<file path="config.mk">
export PLATFORM = sky130hd
export DESIGN_NAME = bit_serializer
export DESIGN_NICKNAME = d
export VERILOG_FILES = /design/src/rtl/bit_serializer.sv
export SDC_FILE = /design/constraint.sdc
export NUM_CORES = 1
export LEC_CHECK = 0
export BUFFER_PORTS_ARGS = -buffer_cell sky130_fd_sc_hd__buf_2
export CORE_UTILIZATION = 50
export DETAILED_ROUTE_END_ITERATION = 10
export GPL_ROUTABILITY_DRIVEN = 0
export PLACE_DENSITY = 0.74
export SLEW_MARGIN = 40
export SYNTH_ARGS = -nofsm -noshare
export SYNTH_HDL_FRONTEND = slang
export SYNTH_SLANG_ARGS = --single-unit
</file>
<file path="constraint.sdc">
create_clock -name clk -period 3.3 [get_ports clk]
set_clock_uncertainty 0.2 [all_clocks]
set_input_delay 0.165 -clock clk [delete_from_list [all_inputs] [get_ports clk]]
set_output_delay 0.165 -clock clk [all_outputs]
set_load 0.05 [all_outputs]
</file>
<file path="src/rtl/bit_serializer.sv">
// bit_serializer: parallel words in over valid/ready, MSB-first serial bits out.
// Define BIT_SERIALIZER_PARITY_EN to append an even-parity bit after each word.
module bit_serializer #(
    parameter int   WIDTH      = 8,
    parameter int   CNT_W      = 3,
    parameter logic IDLE_LEVEL = 1'b0
) (
    input  logic             clk,
    input  logic             rst,
    input  logic [WIDTH-1:0] data_in,
    input  logic             load_valid,
    output logic             load_ready,
    output logic             ser_out,
    output logic             ser_valid,
    output logic             word_done
);

`ifdef BIT_SERIALIZER_PARITY_EN
    typedef enum logic [1:0] {
        IDLE   = 2'd0,
        SHIFT  = 2'd1,
        PARITY = 2'd2
    } state_t;
`else
    typedef enum logic {
        IDLE  = 1'b0,
        SHIFT = 1'b1
    } state_t;
`endif

    localparam logic [CNT_W-1:0] LAST = CNT_W'(WIDTH - 1);

    state_t           state;
    logic [WIDTH-2:0] shreg;
    logic [CNT_W-1:0] cnt;
    logic             last_bit;
    logic             accept;
`ifdef BIT_SERIALIZER_PARITY_EN
    logic             par;
`endif

    assign last_bit = (state == SHIFT) && (cnt == LAST);

`ifdef BIT_SERIALIZER_PARITY_EN
    assign load_ready = (state == IDLE) || (state == PARITY);
`else
    assign load_ready = (state == IDLE) || last_bit;
`endif

    assign accept = load_valid && load_ready;

    // MSB goes straight to ser_out; shreg keeps only the bits still to come.
    always_ff @(posedge clk or negedge rst) begin
        if (!rst) begin
            state     <= IDLE;
            shreg     <= '0;
            cnt       <= '0;
            ser_out   <= IDLE_LEVEL;
            ser_valid <= 1'b0;
            word_done <= 1'b0;
`ifdef BIT_SERIALIZER_PARITY_EN
            par       <= 1'b0;
`endif
        end else begin
            word_done <= 1'b0;
            if (accept) begin
                state     <= SHIFT;
                shreg     <= data_in[WIDTH-2:0];
                cnt       <= '0;
                ser_out   <= data_in[WIDTH-1];
                ser_valid <= 1'b1;
`ifdef BIT_SERIALIZER_PARITY_EN
                par       <= ^data_in;
`else
                word_done <= (WIDTH == 1);
`endif
            end else begin
                unique case (state)
                    IDLE: begin
                        ser_out   <= IDLE_LEVEL;
                        ser_valid <= 1'b0;
                    end
                    SHIFT: begin
                        if (!last_bit) begin
                            shreg   <= shreg << 1;
                            cnt     <= cnt + 1'b1;
                            ser_out <= shreg[WIDTH-2];
`ifndef BIT_SERIALIZER_PARITY_EN
                            word_done <= (cnt == LAST - 1'b1);
`endif
                        end else begin
`ifdef BIT_SERIALIZER_PARITY_EN
                            state     <= PARITY;
                            shreg     <= shreg << 1;
                            ser_out   <= par;
                            word_done <= 1'b1;
`else
                            state     <= IDLE;
                            shreg     <= '0;
                            cnt       <= '0;
                            ser_out   <= IDLE_LEVEL;
                            ser_valid <= 1'b0;
`endif
                        end
                    end
`ifdef BIT_SERIALIZER_PARITY_EN
                    PARITY: begin
                        state     <= IDLE;
                        shreg     <= '0;
                        cnt       <= '0;
                        ser_out   <= IDLE_LEVEL;
                        ser_valid <= 1'b0;
                    end
`endif
                    default: begin
                        state     <= IDLE;
                        ser_out   <= IDLE_LEVEL;
                        ser_valid <= 1'b0;
                    end
                endcase
            end
        end
    end

    if ((1 << CNT_W) < WIDTH) begin : g_cnt_w_check
        $error("bit_serializer: CNT_W too small for WIDTH");
    end

    cnt_range_a: assert property (
        @(posedge clk) disable iff (!rst) cnt <= LAST
    ) else $error("bit_serializer: counter beyond WIDTH-1");

endmodule

</file>
==> results.yml <==
status:
  outcome: "complete, no violations"
clocking:
  numCtsBuffers: 3
  clk_pin_slew_ns: 0.09
  cts_max_level: 1
  clk_latency_ns: 0.28
  cts_resized: 0
  ctsHoldBuffers: 9
  cts.sink_count: 14
  cts_setup_buffers: 0
  cts-root-buf: "clkbuf_4"
  cts_tree: "built"
  cts.path.max_buffers: 2
timing:
  period_needed_ns: 2.12
  timing.fmax_mhz: 471
  setup_viol: 0
  tns_ns: 0
  worstMarginPinSlew_ns: 0.465
  rsz0062_at_grt: "no"
  maxSlewHeadroom_pct: 69.0
  finalHoldViolCount: 0
  fin_crit_sh_pct: 64.3
  drv_slew: 0
global_route:
  grt_max_degree: 21
  grt_use_total_pct: 20.7
  antenna_found_initial: 0
  grt_pass1_vias: 467
  grt_pass1_wl_um: 2050
  gr-total-overflow: 0
floorplanning:
  pin_count: 15
  die-area_sq_um: 1590
  die_w_um: 39.9
  start_util_pct: 54.5
  die_h_um: 39.9
  rows: 13
  core_region_area_sq_um: 1320
critical_path:
  crit_required_ns: 2.93
  rr_startpoint: "cnt[0]"
  startpoint_type: "register"
  critPathLaunch: "cnt[0]"
  cp_max_fo: 12
  cp_data_arrival_time_ns: 1.76
  cp-end-kind: "output port"
  critical_path_class: "reg -> out"
finish:
  drive_gt1_share_pct: 22.7
  final_util_pct: 67.9
  num_antenna_cells: 0
  final_area_sq_um: 895
  nets: 103
  area_growth_pct: 24.6
  fillers: 102
power_and_ir_drop:
  power_frac_comb_pct: 42.6
  p_clk_share_pct: 17.3
  internal-power_uw: 425
  peakVddDrop_uv: 432
  p_per_area_nw_per_um2: 796
  power.switching_uw: 287
  power_frac_seq_pct: 40.1
  switching_share_pct: 40.3
  leakagePower_nw: 0.443
routing:
  drt-pass1-iter-count: 4
  drtIter0Drc: 7
  wl_per_cell_um: 13.2
  viasPerCell: 5.23
  postRouteAntennaNets: 0
  drc_errors: 0
  route.vias.total: 539
  wl_um: 1360
yosys:
  synth-seq-cells: 14
  netlist_area_sq_um: 718
  ys.warnings.count: 0
  synth-compound-area-share_pct: 12.4
  synth_cell_type_count: 19
  syn-mean-instance-area_sq_um: 10.9
  synthSimpleGateAreaFrac_pct: 10.3
  synth_xor_area_share_pct: 0
  synth_nets: 80
  synth_fa_ha_area_share_pct: 5.23
  synth_top_family_by_area: "multiplexers"
  synth.mux.area_fraction_pct: 12.7
  ys_seq_area_share_pct: 48.8
  synthCells: 66
job:
  maxCapViolCount: 0
placement:
  placed_area_sq_um: 768
  io_buffers: 14
hold_path:
  min_path_type: "in -> async"
[cell usage in the layout (no fill, tap or decap), drive strengths merged]
master	netlist	layout
o221ai	6	6
buf	4	14
a21oi	1	1
mux2	1	1
nand2	2	2
a22o	2	2
ha	3	3
mux2i	8	8
dfrtp	14	14
nand3	7	7
inv	10	10
clkbuf	1	4
o21ai	1	1
o32ai	1	1
dlygate4sd3	0	9
nand2b	2	2
nor2	3	3
[cell type report]
cell class	count	area, sq um	share of cell area, %
Timing Repair Buffer	23	160	17.9
Clock buffer	4	36.3	4.06
Sequential cell	14	350	39.2
Inverter	10	37.5	4.20
Multi-Input combinational cell	37	292	32.6
Tap cell	15	18.8	2.10
[logic make-up (layout without fill, tap and decap cells)]
kind of cell	Yosys count	after routing
simple gates	14	14
buf+inv	15	37
mux	9	9
fa+ha+maj	3	3
compound gates	11	11
flops	14	14
[flip-flops by register name, summed over array words and instances, names as in the netlist]
signal,flops
state,1
ser_valid,1
cnt,3
shreg,7
word_done,1
ser_out,1
[critical path: stages (launching register included)]
cell      delay (ns)
dfrtp_1         0.39
ha_1            0.16
ha_1            0.35
nand2b_4        0.28
buf_2           0.29
[synth_stat cells (all sizes together)]
| cell | count | area [sq um] |
|---|---|---|
| dfrtp | 14 | 350 |
| inv | 10 | 37.5 |
| mux2i | 8 | 80.1 |
| nand3 | 7 | 35.0 |
| o221ai | 6 | 52.6 |
| buf | 4 | 35.0 |
| ha | 3 | 37.5 |
| nor2 | 3 | 11.3 |
| a22o | 2 | 17.5 |
| nand2 | 2 | 7.51 |
| nand2b | 2 | 20.0 |
| a21oi | 1 | 5.00 |
| clkbuf | 1 | 3.75 |
| mux2 | 1 | 11.3 |
| o21ai | 1 | 5.00 |
| o32ai | 1 | 8.76 |
[metal layers]
layer / routed length, um / share of wire, % / global-route usage (%)
met1: 657 / 48 / 26.7
met2: 653 / 48 / 31.9
met3: 27 / 2.0 / 5.11
met4: 17 / 1.3 / 10.3
met5: 0 / 0 / 0
[power by group through the flow]
stage / combinational (mW) / clock [mW] / sequential [mW]
after CTS: 0.305 / 0.125 / 0.285
after floorplan: 0.211 / 0 / 0.321
after global placement: 0.289 / 0 / 0.285
after global routing: 0.330 / 0.132 / 0.292
after detailed placement: 0.296 / 0 / 0.289
final: 0.304 / 0.123 / 0.285
[through the flow]
step	hold WS [ns]	instances	worst slack, ns	power (mW)
after floorplan	-0.331	66	1.65	0.532
after global placement	-0.128	90	1.52	0.574
after detailed placement	-0.125	90	1.46	0.585
after CTS	0.107	103	1.17	0.715
after global routing	0.141	103	1.08	0.754
final	0.0919	103	1.18	0.712
[path summary, 6_finish.rpt]
kind,slack [ns],cells after the start,endpoint
setup / recovery,1.18,4,load_ready
hold / removal,0.09,2,shreg[0]
setup reg to reg,1.45,4,ser_valid
hold reg to reg,0.33,2,ser_out
max in group asynchronous,2.57,2,cnt[1]
min in group clk,0.12,3,ser_out
Note: power is estimated with default switching activity, not from simulation.
